===== src/rtl/qtable_best_hop_if.sv =====
// Memory read port shared with the Q-table updater.
// 11-bit word address out, 16-bit read data back one cycle later.
interface qtable_best_hop_if;
   logic [10:0] address;
   logic [15:0] data_in;

   modport master (
      output address,
      input  data_in
   );

   modport slave (
      input  address,
      output data_in
   );
endinterface


===== src/rtl/qtable_best_hop.sv =====
// Next-hop selector: scans the neighbor table and keeps the
// neighbor with the highest Q-value, optionally same-cluster only.
module qtable_best_hop #(
   parameter logic [10:0] NCOUNT_ADDR   = 11'h274,
   parameter logic [10:0] NID_BASE      = 11'h100,
   parameter logic [10:0] NQ_BASE       = 11'h180,
   parameter logic [10:0] NCID_BASE     = 11'h200,
   parameter int          MAX_NEIGHBORS = 64
) (
   input  logic               clock,
   input  logic               nrst,
   input  logic               en,
   input  logic               start,
   input  logic               filter_en,
   input  logic [15:0]        my_cid,
   qtable_best_hop_if.master  mem,
   output logic [15:0]        best_id,
   output logic [15:0]        best_q,
   output logic               best_valid,
   output logic               busy,
   output logic               done
);
   localparam int CW = $clog2(MAX_NEIGHBORS + 1);
   localparam logic [15:0]   MAX_W = 16'(MAX_NEIGHBORS);
   localparam logic [CW-1:0] MAX_C = CW'(MAX_NEIGHBORS);

   typedef enum logic [2:0] {
      IDLE, S_CNT, S_ID, S_Q, S_CID, S_DONE
   } state_t;

   state_t        state;
   logic [CW-1:0] cnt;
   logic [CW-1:0] idx;
   logic [CW-1:0] cnt_clamp;
   logic [CW-1:0] idx_nxt;
   logic          filt_q;
   logic [15:0]   cid_q;
   logic [15:0]   cur_id;
   logic [15:0]   cur_q;
   logic          eligible;
   logic          better;

   // Clamp, next index and candidate qualification.
   // best_valid doubles as the "found" flag: they always agree.
   always_comb begin
      cnt_clamp = (mem.data_in > MAX_W) ? MAX_C
                                        : mem.data_in[CW-1:0];
      idx_nxt   = idx + CW'(1);
      eligible  = !filt_q || (mem.data_in == cid_q);
      better    = !best_valid || (cur_q > best_q);
   end

   // Scan FSM: count, then ID / Q / cluster-ID per entry.
   always_ff @(posedge clock) begin
      if (!nrst) begin
         state       <= IDLE;
         mem.address <= '0;
         best_id     <= '0;
         best_q      <= '0;
         best_valid  <= 1'b0;
         busy        <= 1'b0;
         done        <= 1'b0;
         cnt         <= '0;
         idx         <= '0;
         filt_q      <= 1'b0;
         cid_q       <= '0;
         cur_id      <= '0;
         cur_q       <= '0;
      end else if (en) begin
         unique case (state)
            IDLE: begin
               if (start) begin
                  filt_q      <= filter_en;
                  cid_q       <= my_cid;
                  best_id     <= '0;
                  best_q      <= '0;
                  best_valid  <= 1'b0;
                  mem.address <= NCOUNT_ADDR;
                  busy        <= 1'b1;
                  state       <= S_CNT;
               end
            end
            S_CNT: begin
               cnt <= cnt_clamp;
               idx <= '0;
               if (cnt_clamp == '0) begin
                  done  <= 1'b1;
                  state <= S_DONE;
               end else begin
                  mem.address <= NID_BASE;
                  state       <= S_ID;
               end
            end
            S_ID: begin
               cur_id      <= mem.data_in;
               mem.address <= NQ_BASE + 11'(idx);
               state       <= S_Q;
            end
            S_Q: begin
               cur_q       <= mem.data_in;
               mem.address <= NCID_BASE + 11'(idx);
               state       <= S_CID;
            end
            S_CID: begin
               // Strict compare: ties keep the lower index.
               if (eligible && better) begin
                  best_id    <= cur_id;
                  best_q     <= cur_q;
                  best_valid <= 1'b1;
               end
               if (idx_nxt == cnt) begin
                  done  <= 1'b1;
                  state <= S_DONE;
               end else begin
                  idx         <= idx_nxt;
                  mem.address <= NID_BASE + 11'(idx_nxt);
                  state       <= S_ID;
               end
            end
            S_DONE: begin
               done  <= 1'b0;
               busy  <= 1'b0;
               state <= IDLE;
            end
            default: state <= IDLE;
         endcase
      end
   end
endmodule

===== src/flat_wrapper.sv =====
// flat-port wrapper written by rule: the top's interface ports become plain ports
module qtable_best_hop_flat 
#(
   parameter logic [10:0] NCOUNT_ADDR   = 11'h274,
   parameter logic [10:0] NID_BASE      = 11'h100,
   parameter logic [10:0] NQ_BASE       = 11'h180,
   parameter logic [10:0] NCID_BASE     = 11'h200,
   parameter int          MAX_NEIGHBORS = 64
)
  (clock, nrst, en, start, filter_en, my_cid, best_id, best_q, best_valid, busy, done, mem_address, mem_data_in);
  qtable_best_hop_if mem_i ();
  input  logic clock;
  input  logic nrst;
  input  logic en;
  input  logic start;
  input  logic filter_en;
  input  logic [15:0] my_cid;
  output logic [15:0] best_id;
  output logic [15:0] best_q;
  output logic best_valid;
  output logic busy;
  output logic done;
  output wire logic [$bits(mem_i.address)-1:0] mem_address;
  input wire logic [$bits(mem_i.data_in)-1:0] mem_data_in;
  assign mem_address = mem_i.address;
  assign mem_i.data_in = mem_data_in;
  qtable_best_hop #(.NCOUNT_ADDR(NCOUNT_ADDR), .NID_BASE(NID_BASE), .NQ_BASE(NQ_BASE), .NCID_BASE(NCID_BASE), .MAX_NEIGHBORS(MAX_NEIGHBORS)) u_core (.clock(clock), .nrst(nrst), .en(en), .start(start), .filter_en(filter_en), .my_cid(my_cid), .mem(mem_i), .best_id(best_id), .best_q(best_q), .best_valid(best_valid), .busy(busy), .done(done));
endmodule

===== config.mk =====
export PLATFORM = sky130hd
export DESIGN_NAME = qtable_best_hop_flat
export DESIGN_NICKNAME = d
export VERILOG_FILES = /design/src/rtl/qtable_best_hop_if.sv /design/src/rtl/qtable_best_hop.sv /design/src/flat_wrapper.sv
export SDC_FILE = /design/constraint.sdc
export NUM_CORES = 1
export LEC_CHECK = 0
export ABC_CLOCK_PERIOD_IN_PS = 2600
export CAP_MARGIN = 10
export CORE_MARGIN = 3
export CORE_UTILIZATION = 54
export CTS_BUF_LIST = sky130_fd_sc_hd__clkbuf_16
export DETAILED_ROUTE_END_ITERATION = 7
export HOLD_SLACK_MARGIN = 0.15
export PLACE_DENSITY = 0.84
export SYNTH_ARGS = -nofsm -noshare
export SYNTH_HDL_FRONTEND = slang
export SYNTH_SLANG_ARGS = --single-unit

===== constraint.sdc =====
create_clock -name clock -period 2.6 [get_ports clock]
set_input_delay 0.52 -clock clock [delete_from_list [all_inputs] [get_ports clock]]
set_output_delay 0.52 -clock clock [all_outputs]
set_load 0.02 [all_outputs]

==> flow_summary.ini, run 1 <==
[layout]
nets = 811
layoutNonFillerInstCount = 891
n_antenna_cell = 0
drive_above_1_share_pct = 11.9
utilization_pct = 73.3
area_growth_pct = 30.0

[floorplanning]
die_height_um = 105
dieArea_um2 = 11100
coreArea_um2 = 9420
ios = 83
dieWidth_um = 105
row_count = 35
initial_core_util_pct = 56.4

[placement]
dpl.cell_count = 871
port_buffers = 81
dp_hpwl_mm = 10.9
gp_congestion = 0.933

[yosys]
synth_fp_nets = 704
async_flop_share_pct = 0
synth_cells = 650
post_synth_mux_area_share_pct = 7.38
synth_enable_flop_cells = 0
synth_xor_area_share_pct = 4.71
synth_top_family_by_area = simple AND/OR/NAND/NOR gates
syn_area_um2 = 5310
synth_compound_area_share_pct = 13.4
ys_seq_area_share_pct = 41.9
synth-main-ff-cell = dfxtp_1
yosys.cell_types.count = 58
avgSynthCellArea_um2 = 8.17
synth-simple-area-share_pct = 23.5
yosys_warnings = 0
synth_seq_cells = 111
synth_adder_area_share_pct = 4.01

[global_route]
track_usage_pct = 28.6
grt_max_degree = 60
grt_pass1_vias = 5166
grt_pass1_wl_mm = 25.4
grt-ovfl-total = 0
grt_antenna_before_repair = 0

[setup_path]
required_ns = 2.87
cp-start-kind = flop
worst-path-max-fanout = 7
startpoint = u_core.best_q[15]$_SDFFE_PN0P_
cp_common_cell = buf_12
cp.arrival_ns = 2.84
slowest_delay_ns = 0.43
end_kind = flop
cp_slowest_cell = or4_4
timing.rr.start = u_core.best_q[15]$_SDFFE_PN0P_
worstSetupPathType = flop to flop
path_cells = inv_1 > ha_1 > and4_1 > nand3_2 > nor4_2 > or4_4 > a41oi_4 > buf_12 > buf_12 > buf_16 > mux2i_2

[detailed_routing]
vias = 5193
drc = 0
via_per_inst = 5.83
wl_mm = 15.8
dr.pass1.iters = 5
antenna_left = 0
drt_iter0_drc = 394
wl_per_cell_um = 17.7

[cts]
cts_tree = yes
cts_root_buf = clkbuf_16
clockBufferDepth = 2
clk_latency_ns = 0.35
numCtsBuffers = 9
hold_buffers = 0
path_clk_slew_ns = 0.08
cts_htree_levels = 3
cts_sinks = 111

[outcome]
outcome = finished, final reports clean

[worst_hold_path]
worst_hold_path_type = flop to flop
worst_hold_startpoint = u_core.best_id[13]$_SDFFE_PN0P_

[timing]
max_freq_mhz = 390
min_period_over_period_pct = 98.7
maxSlewViolCount = 0
slew_headroom_pct = 46.7
worst_slew_pin_slew_ns = 0.798
skew_ns = 0.0132
setup_violations = 0
fin_crit_ns = 2.57
hold_violations = 0

[power]
vdd_drop_max_uv = 307
p_total_w = 0.00355
p_per_area_nw_per_um2 = 514
p_leak_nw = 2.53

[run]
maxCapViolCount = 0
[synthesized netlist by cell type, drive strengths merged (2+ instances only)]
cell | number | area share, %
a311oi | 2 | 0.33
nor4b | 4 | 0.66
nor3b | 4 | 0.57
a22o | 2 | 0.33
or3 | 2 | 0.24
nand4 | 8 | 1.1
nand3 | 14 | 1.3
nand2 | 184 | 13
a221o | 4 | 0.75
or2 | 2 | 0.24
inv | 21 | 1.5
xor2 | 5 | 0.82
and4 | 3 | 0.50
o21a | 2 | 0.28
a21oi | 63 | 5.9
a211oi | 4 | 0.57
nor4 | 6 | 0.71
nor2b | 6 | 0.71
nor3 | 7 | 0.66
clkbuf | 27 | 1.9
o211ai | 3 | 0.42
mux2i | 38 | 7.2
nor2 | 32 | 2.3
o21ai | 13 | 1.2
xnor2 | 21 | 3.5
buf | 10 | 1.7
nand4b | 2 | 0.33
a22oi | 5 | 0.71
dfxtp | 111 | 42
and2 | 4 | 0.47
o211a | 3 | 0.57
and3 | 3 | 0.35
ha | 17 | 4.0
[flip-flops by register name, indices dropped and copies added (netlist names)]
name and flops:
u_core.best_id 16, u_core.cnt 7, u_core.best_valid 1, u_core.filt_q 1, u_core.cur_q 16, u_core.cur_id 16, u_core.cid_q 16, u_core.busy 1
u_core.mem.address 10, u_core.state 3, u_core.done 1, u_core.best_q 16, u_core.idx 7
[where the power goes]
part | switching, W | internal, W | total [W]
Clock | 0.000695 | 0.000685 | 0.00138
Combinational | 0.000206 | 0.000195 | 0.000401
Sequential | 0.0000330 | 0.00173 | 0.00177
[cells in the final DEF (no fill, tap or decap), types with 11 or more instances in the layout]
cell type          n
dfxtp_1          109
a21oi_1           63
dlygate4sd2_1     14
nor2_1            29
buf_4             46
ha_1              17
o21ai_0           11
nand3_1           13
inv_1             20
xnor2_1           18
nand2_1          184
mux2i_1           37
clkdlybuf4s50_1   65
[repair_timing]
item	4_1_cts	5_1_grt
cloned	2	0
pin swaps	4	10
setup endpoints to repair	36	49
setup buffers	2	1
resized for setup	18	15
[layout make-up]
class	count	area, um2
Clock inverter	7	72.6
Inverter	22	82.6
Tap cell	129	161
Fill cell	672	2510
Multi-Input combinational cell	480	2870
Clock buffer	9	225
Timing Repair Buffer	133	1260
Sequential cell	111	2220
[layer usage]
| layer | track usage (%) | share of wire [%] | routed length, um |
|---|---|---|---|
| met3 | 4.26 | 7.1 | 1130 |
| met4 | 13.5 | 3.3 | 513 |
| met5 | 0 | 0 | 0 |
| met1 | 36.7 | 41 | 6480 |
| met2 | 47.3 | 49 | 7650 |
[worst paths after layout]
check / slack, ns / depth (start not counted) / end
setup reg to reg: 0.03 / 11 / u_core.best_q[7]$_SDFFE_PN0P_
hold / removal: 0.46 / 2 / u_core.best_id[13]$_SDFFE_PN0P_
hold reg to reg: 0.46 / 2 / u_core.best_id[13]$_SDFFE_PN0P_
setup / recovery: 0.03 / 11 / u_core.best_q[7]$_SDFFE_PN0P_
[critical path: cells and delay by family, from the launching register on]
| family | cells | cell delay (ns) |
|---|---|---|
| AO/OA/AOI/OAI | 1 | 0.22 |
| adder cells (fa/ha/maj) | 1 | 0.34 |
| buffers and inverters | 4 | 0.46 |
| flip-flops | 1 | 0.35 |
| multiplexers | 1 | 0.22 |
| AND/OR/NAND/NOR | 4 | 0.89 |
[logic make-up (layout without fill, tap and decap cells)]
kind of cell | after synthesis | after routing
xor+xnor | 27 | 27
compound gates | 113 | 113
mux | 39 | 39
other cells | 1 | 1
simple gates | 283 | 283
fa+ha+maj | 17 | 17
buf+inv | 59 | 171
flops | 111 | 111
[through the flow]
stage	hold WS, ns	instance area (um2)	worst slack, ns	TNS (ns)
2_1_floorplan	0.437	5310	0.146	0
3_3_place_gp	0.442	6480	-0.439	-16.94
3_5_place_dp	0.450	6480	-0.477	-17.93
4_1_cts	0.462	6870	0.0287	0
5_1_grt	0.484	6900	-0.0481	-0.155
6_report	0.462	6900	0.0338	0
Note: power is estimated with default switching activity, not from simulation.
==> run 2, diff against run 1 <==
- ABC_AREA: not set -> 1
==> run 2 against run 1 <==
Compared with the run above: global-route usage fell by 2.3 points; combinational power rose by 1%; register-to-register slack improved by 0.26 ns; largest power group unchanged; sequential share of layout area rose by 1.0 points; via count rose by 6.3%; synthesized cell count rose by 16%; die area rose by 2.9%; core utilization fell by 5.2 points; worst setup slack improved by 0.26 ns; largest cell class unchanged.
==> flow_summary.ini, run 2 <==
[yosys]
yosys.cell_types.count = 37
post-synth-top-count-cell = nand2_1
ys_seq_area_share_pct = 40.6
synth_fp_nets = 811
syn_area_um2 = 5470
synth_cells = 757
yosys_warnings = 0
synth_seq_cells = 111
async_flop_share_pct = 0
yosys.area.top_type = dfxtp_1
synth_enable_flop_cells = 0
synth-main-ff-cell = dfxtp_1
avgSynthCellArea_um2 = 7.23
yosysTopAreaCellShare_pct = 40.6
ys_top_cells_by_area = dfxtp_1, a21oi_1, nand2_1
synth_commonest_cells = nand2_1, a21oi_1, dfxtp_1

[detailed_routing]
via_per_inst = 5.76
wl_mm = 15.1
dr.pass1.iters = 5
vias = 5519
drt_iter0_drc = 674
antenna_left = 0
wl_per_cell_um = 15.7
drc = 0

[timing]
slew_headroom_pct = 65.7
skew_ns = 0.00931
worst_slew_pin_slew_ns = 0.511
setup_violations = 0
min_period_over_period_pct = 88.9
hold_violations = 0
max_freq_mhz = 433
grt_setup_unrepaired = no
maxSlewViolCount = 0
fin_crit_ns = 2.31

[global_route]
grt_pass1_vias = 4879
grt-ovfl-total = 0
grt_max_degree = 68
grt_antenna_before_repair = 0
grt_pass1_wl_mm = 24.2
track_usage_pct = 26.3

[worst_hold_path]
worst_hold_startpoint = u_core.done$_SDFFE_PN0P_
hold_path_depth = 2
worst_hold_path_type = flop to flop
worstHoldEndpoint = u_core.done$_SDFFE_PN0P_

[floorplanning]
die_height_um = 107
initial_core_util_pct = 55.7
dieWidth_um = 107
dieArea_um2 = 11400
row_count = 36
coreArea_um2 = 9820
ios = 83

[setup_path]
worstSetupPathType = flop to flop
worst-path-max-fanout = 17
rr_worst_depth = 13
timing.rr.start = u_core.idx[1]$_SDFFE_PN0P_
cp-start-kind = flop
ff2ff_setup_slack_ns = 0.29
end_kind = flop
cp.arrival_ns = 2.58
r2r-end = u_core.idx[2]$_SDFFE_PN0P_
required_ns = 2.87

[cts]
cts_tree = yes
cts_sinks = 111
cts_post_setup_buffers_inserted = 0
cts_resized = 0
path_clk_slew_ns = 0.07
hold_buffers = 0
clockBufferDepth = 2
clk_latency_ns = 0.35
cts_root_buf = clkbuf_16
cts_htree_levels = 3
numCtsBuffers = 9

[layout]
multi_input_area_um2 = 2680
register_area_um2 = 2220
drive_above_1_share_pct = 6.30
layoutNonFillerInstCount = 958
nets = 874
area_growth_pct = 22.1
n_antenna_cell = 0
fillers = 851
utilization_pct = 68.1
layout_common_cells = nand2_1, a21oi_1, dfxtp_1
layout_commonest_cell = nand2_1

[power]
p_per_area_nw_per_um2 = 563
vdd_drop_max_uv = 321
p_leak_nw = 2.52

[placement]
gp_congestion = 0.964
port_buffers = 81
dp_hpwl_mm = 10.7
dpl.cell_count = 942

[run]
maxCapViolCount = 0

[outcome]
outcome = finished, final reports clean
-- run 2: critical path, stage by stage, from the launching register on --
cell,delay [ns]
dfxtp_1,0.42
ha_1,0.32
inv_1,0.07
nand2_1,0.09
nand2_1,0.08
nand2_1,0.07
nand2_1,0.04
nor2_1,0.09
nand2_1,0.08
nor2_2,0.19
nand4_4,0.30
nand3_2,0.27
nand2_1,0.08
a21oi_1,0.14
-- run 2: through the flow --
| stage | total power, W | setup WS, ns | instance area, um2 | TNS (ns) | hold slack, ns |
|---|---|---|---|---|---|
| final | 0.00376 | 0.289 | 6680 | 0 | 0.462 |
| after CTS | 0.00377 | 0.350 | 6680 | 0 | 0.461 |
| after global placement | 0.00220 | 0.0489 | 6340 | 0 | 0.440 |
| after global routing | 0.00390 | 0.0280 | 6680 | 0 | 0.475 |
| after floorplan | 0.00206 | 0.653 | 5470 | 0 | 0.436 |
| after detailed placement | 0.00221 | -0.00664 | 6340 | -0.00664 | 0.445 |
-- run 2: where the power goes --
part           total (W)  internal, W  switching (W)  leakage [nW]
Sequential       0.00178      0.00174      0.0000307         0.899
Combinational   0.000406     0.000157       0.000249          1.46
Clock            0.00158     0.000944       0.000638         0.162
-- run 2: final cells by class --
| type | instances | share of cell area (%) |
|---|---|---|
| multi-input cells | 524 | 40.0 |
| well taps | 133 | 2.49 |
| flip-flops and latches | 111 | 33.3 |
| clock inverters | 7 | 1.78 |
| inverters | 76 | 4.27 |
| clock buffers | 9 | 3.37 |
| repair buffers | 98 | 14.8 |
-- run 2: logic make-up after synthesis --
family	synth area share (%)
xor gates and xnor gates	0.480
DFF	40.6
buffers and inverters	10.5
adders and majority gates	3.89
AOI/OAI and AO/OA	16.1
other	0.0685
and+or+nand+nor	28.4
-- run 2: how the worst max path moves through the flow --
stage / to / start / slack [ns] / cells after the start
floorplan: u_core.best_q[0]$_SDFFE_PN0P_ / u_core.best_q[7]$_SDFFE_PN0P_ / 0.65 / 13
global placement: u_core.best_q[2]$_SDFFE_PN0P_ / mem_data_in[4] / 0.05 / 12
detailed placement: u_core.best_id[3]$_SDFFE_PN0P_ / mem_data_in[0] / -0.007 / 12
CTS: u_core.idx[2]$_SDFFE_PN0P_ / u_core.idx[1]$_SDFFE_PN0P_ / 0.35 / 13
global route: u_core.idx[4]$_SDFFE_PN0P_ / u_core.idx[1]$_SDFFE_PN0P_ / 0.03 / 13
finish: u_core.idx[2]$_SDFFE_PN0P_ / u_core.idx[1]$_SDFFE_PN0P_ / 0.29 / 13
-- run 2: metal layers --
| metal | track usage [%] | share of wire, % | vias up |
|---|---|---|---|
| li1 | - | - | 2686 |
| met1 | 38.4 | 45 | 2549 |
| met2 | 39.9 | 45 | 261 |
| met3 | 3.91 | 8.4 | 23 |
| met4 | 8.77 | 1.8 | 0 |
| met5 | 0 | 0 | - |
==> RTL edit (flow settings as in run 2) <==
`MAX_NEIGHBORS` is set to 64 in 2 places; all go to 32.
--- a/src/rtl/qtable_best_hop.sv
+++ b/src/rtl/qtable_best_hop.sv
@@ -7,3 +7,3 @@
    parameter logic [10:0] NCID_BASE     = 11'h200,
-   parameter int          MAX_NEIGHBORS = 64
+   parameter int          MAX_NEIGHBORS = 32
 ) (
--- a/src/flat_wrapper.sv
+++ b/src/flat_wrapper.sv
@@ -7,3 +7,3 @@
    parameter logic [10:0] NCID_BASE     = 11'h200,
-   parameter int          MAX_NEIGHBORS = 64
+   parameter int          MAX_NEIGHBORS = 32
 )
Function: no difference found for any inputs over 4 cycles, from zero or initial values and one cycle with nrst low; that may be too few to reach the edited logic, so the function may still have changed.
==> RTL edit against run 2 <==
- first-iteration DRC count fell by 45%
- hold slack got worse by 0.0070 ns
- setup slack got worse by 0.025 ns
- cell area decreased by 1.2%
- utilization rose by 1.4 points
- synthesized area shrank 0.91%
- sequential share of layout area decreased by 0.20 points
- sequential cell count is 2 lower
- cell count down 4.3%
- total power is 2.6% lower
- routed wire length is 7.0% lower
- largest power group unchanged
==> RTL edit: results (changes against run 2) <==
[power]
pg_comb_w = 0.000413  ; +2%
seq_power_share = 0.473  ; about the same
pwr-share-comb = 0.113  ; +0.005
irDropWorstVdd_v = 0.000408  ; +27%

[place]
dp_slack_ns = 0.0646  ; +0.0712 ns
hpwlAfterDp_um = 9850  ; -8.3%
place_area_um2 = 6270  ; -1.0%
place_congestion = 0.880  ; -8.7%
place_inst = 901  ; -4.4%

[yosys]
synthAdderAreaFrac = 0.0392  ; +0.000359
synth_compound_gate_area_share = 0.152  ; -0.00821
synthesis.nets = 775  ; -4.4%
synth-xor-area-share = 0.00808  ; +0.00328
ys_ff_latch = 109  ; -1.8%
synth_area_leaders = dfxtp_1 (40%), a21oi_1 (11%), nand2_1 (10%), nand3_2 (6.1%), nand4_1 (5.5%)
synthTopCellsByCount = nand2_1 (149), a21oi_1 (117), dfxtp_1 (109), inv_1 (51), nand4_1 (48)
ys_types = 36  ; -2.7%
ys_seq_area_frac = 0.402  ; -0.00364

[worst_setup_path]
cp.arrival_ns = 2.61  ; +0.03 ns
reg2regPathDepth = 12  ; -1
reg2reg_from = u_core.best_q[13]$_SDFFE_PN0P_
slowest_delay_ns = 0.39  ; -0.03 ns
path_max_fanout = 33  ; +16
cp_slowest_cell = dfxtp_1
reg2reg_to = u_core.best_q[5]$_SDFFE_PN0P_
r2r_slack_ns = 0.26  ; -0.02 ns

[layout]
comb.multi_input.count = 494  ; -5.7%
inverters = 74  ; -2.6%
drive_gt1_frac = 0.126  ; +0.0626
final-clk-cell-share = 0.0496  ; -0.00184
n_all_buffers = 95  ; -3.1%
syn_to_final_growth_pct = 21.8
multi_input_area_share = 0.407  ; +0.00656
fin_nets = 837  ; -4.2%
nFillCells = 778  ; -8.6%

[drt]
vias = 5201  ; -5.8%
drt-wirelength-per-cell_um = 15.3  ; -2.9%
drtIter0Drc = 368  ; -45%
wl_met2_um = 6500  ; -4.2%
wirelength_met1_um = 6250  ; -7.2%
dr.pass1.iters = 6  ; +1
wl_met3_um = 979  ; -23%

[grt]
met2_usage = 0.409  ; +0.00932
grt_use_total = 0.251  ; -0.0125
grt_pass1_vias = 4911  ; +0.66%
grt_start_max_net_pins = 51  ; -25%
grt_pass1_wl_um = 23100  ; -4.4%
grt.met3_usage = 0.0492  ; +0.0100
met1_usage = 0.339  ; -0.0446

[min_path]
hold_end = u_core.mem.address[9]$_SDFFE_PN0P_
min-delay-path-class = flip-flop to flip-flop
holdCritStartpoint = u_core.mem.address[9]$_SDFFE_PN0P_

[timing]
whs_ns = 0.455  ; -0.00695 ns
finClkSkew_ns = 0.0102  ; +0.000862 ns
worstMarginPinSlew_ns = 0.666  ; +0.155 ns

[status]
status = completed

[clocking]
cts_buffer_depth = 2  ; unchanged

[floorplan]
dieWidth_um = 106  ; -0.43%

## RTL edit: changes by cell type after synthesis, sizes merged, moves of 3 or more
cell,change
nand3,-8
nor2,-8
clkbuf,-5
o21ai,-5
nand2,-4
buf,+3
nand3b,-3
nand4,-3
## RTL edit: worst max path at each step
stage | cells past startpoint | slack [ns] | end
floorplan | 13 | 0.63 | u_core.best_q[0]$_SDFFE_PN0P_
global placement | 12 | 0.13 | u_core.best_id[2]$_SDFFE_PN0P_
detailed placement | 12 | 0.06 | u_core.best_id[1]$_SDFFE_PN0P_
CTS | 12 | 0.32 | u_core.best_q[7]$_SDFFE_PN0P_
global route | 12 | 0.06 | u_core.best_q[5]$_SDFFE_PN0P_
finish | 12 | 0.26 | u_core.best_q[5]$_SDFFE_PN0P_
## RTL edit: cell families after synthesis
family | count (synthesis)
buf+inv | 118
fa+ha+maj | 17
flops | 109
simple gates | 311
other cells | 1
xor+xnor | 5
compound gates | 160
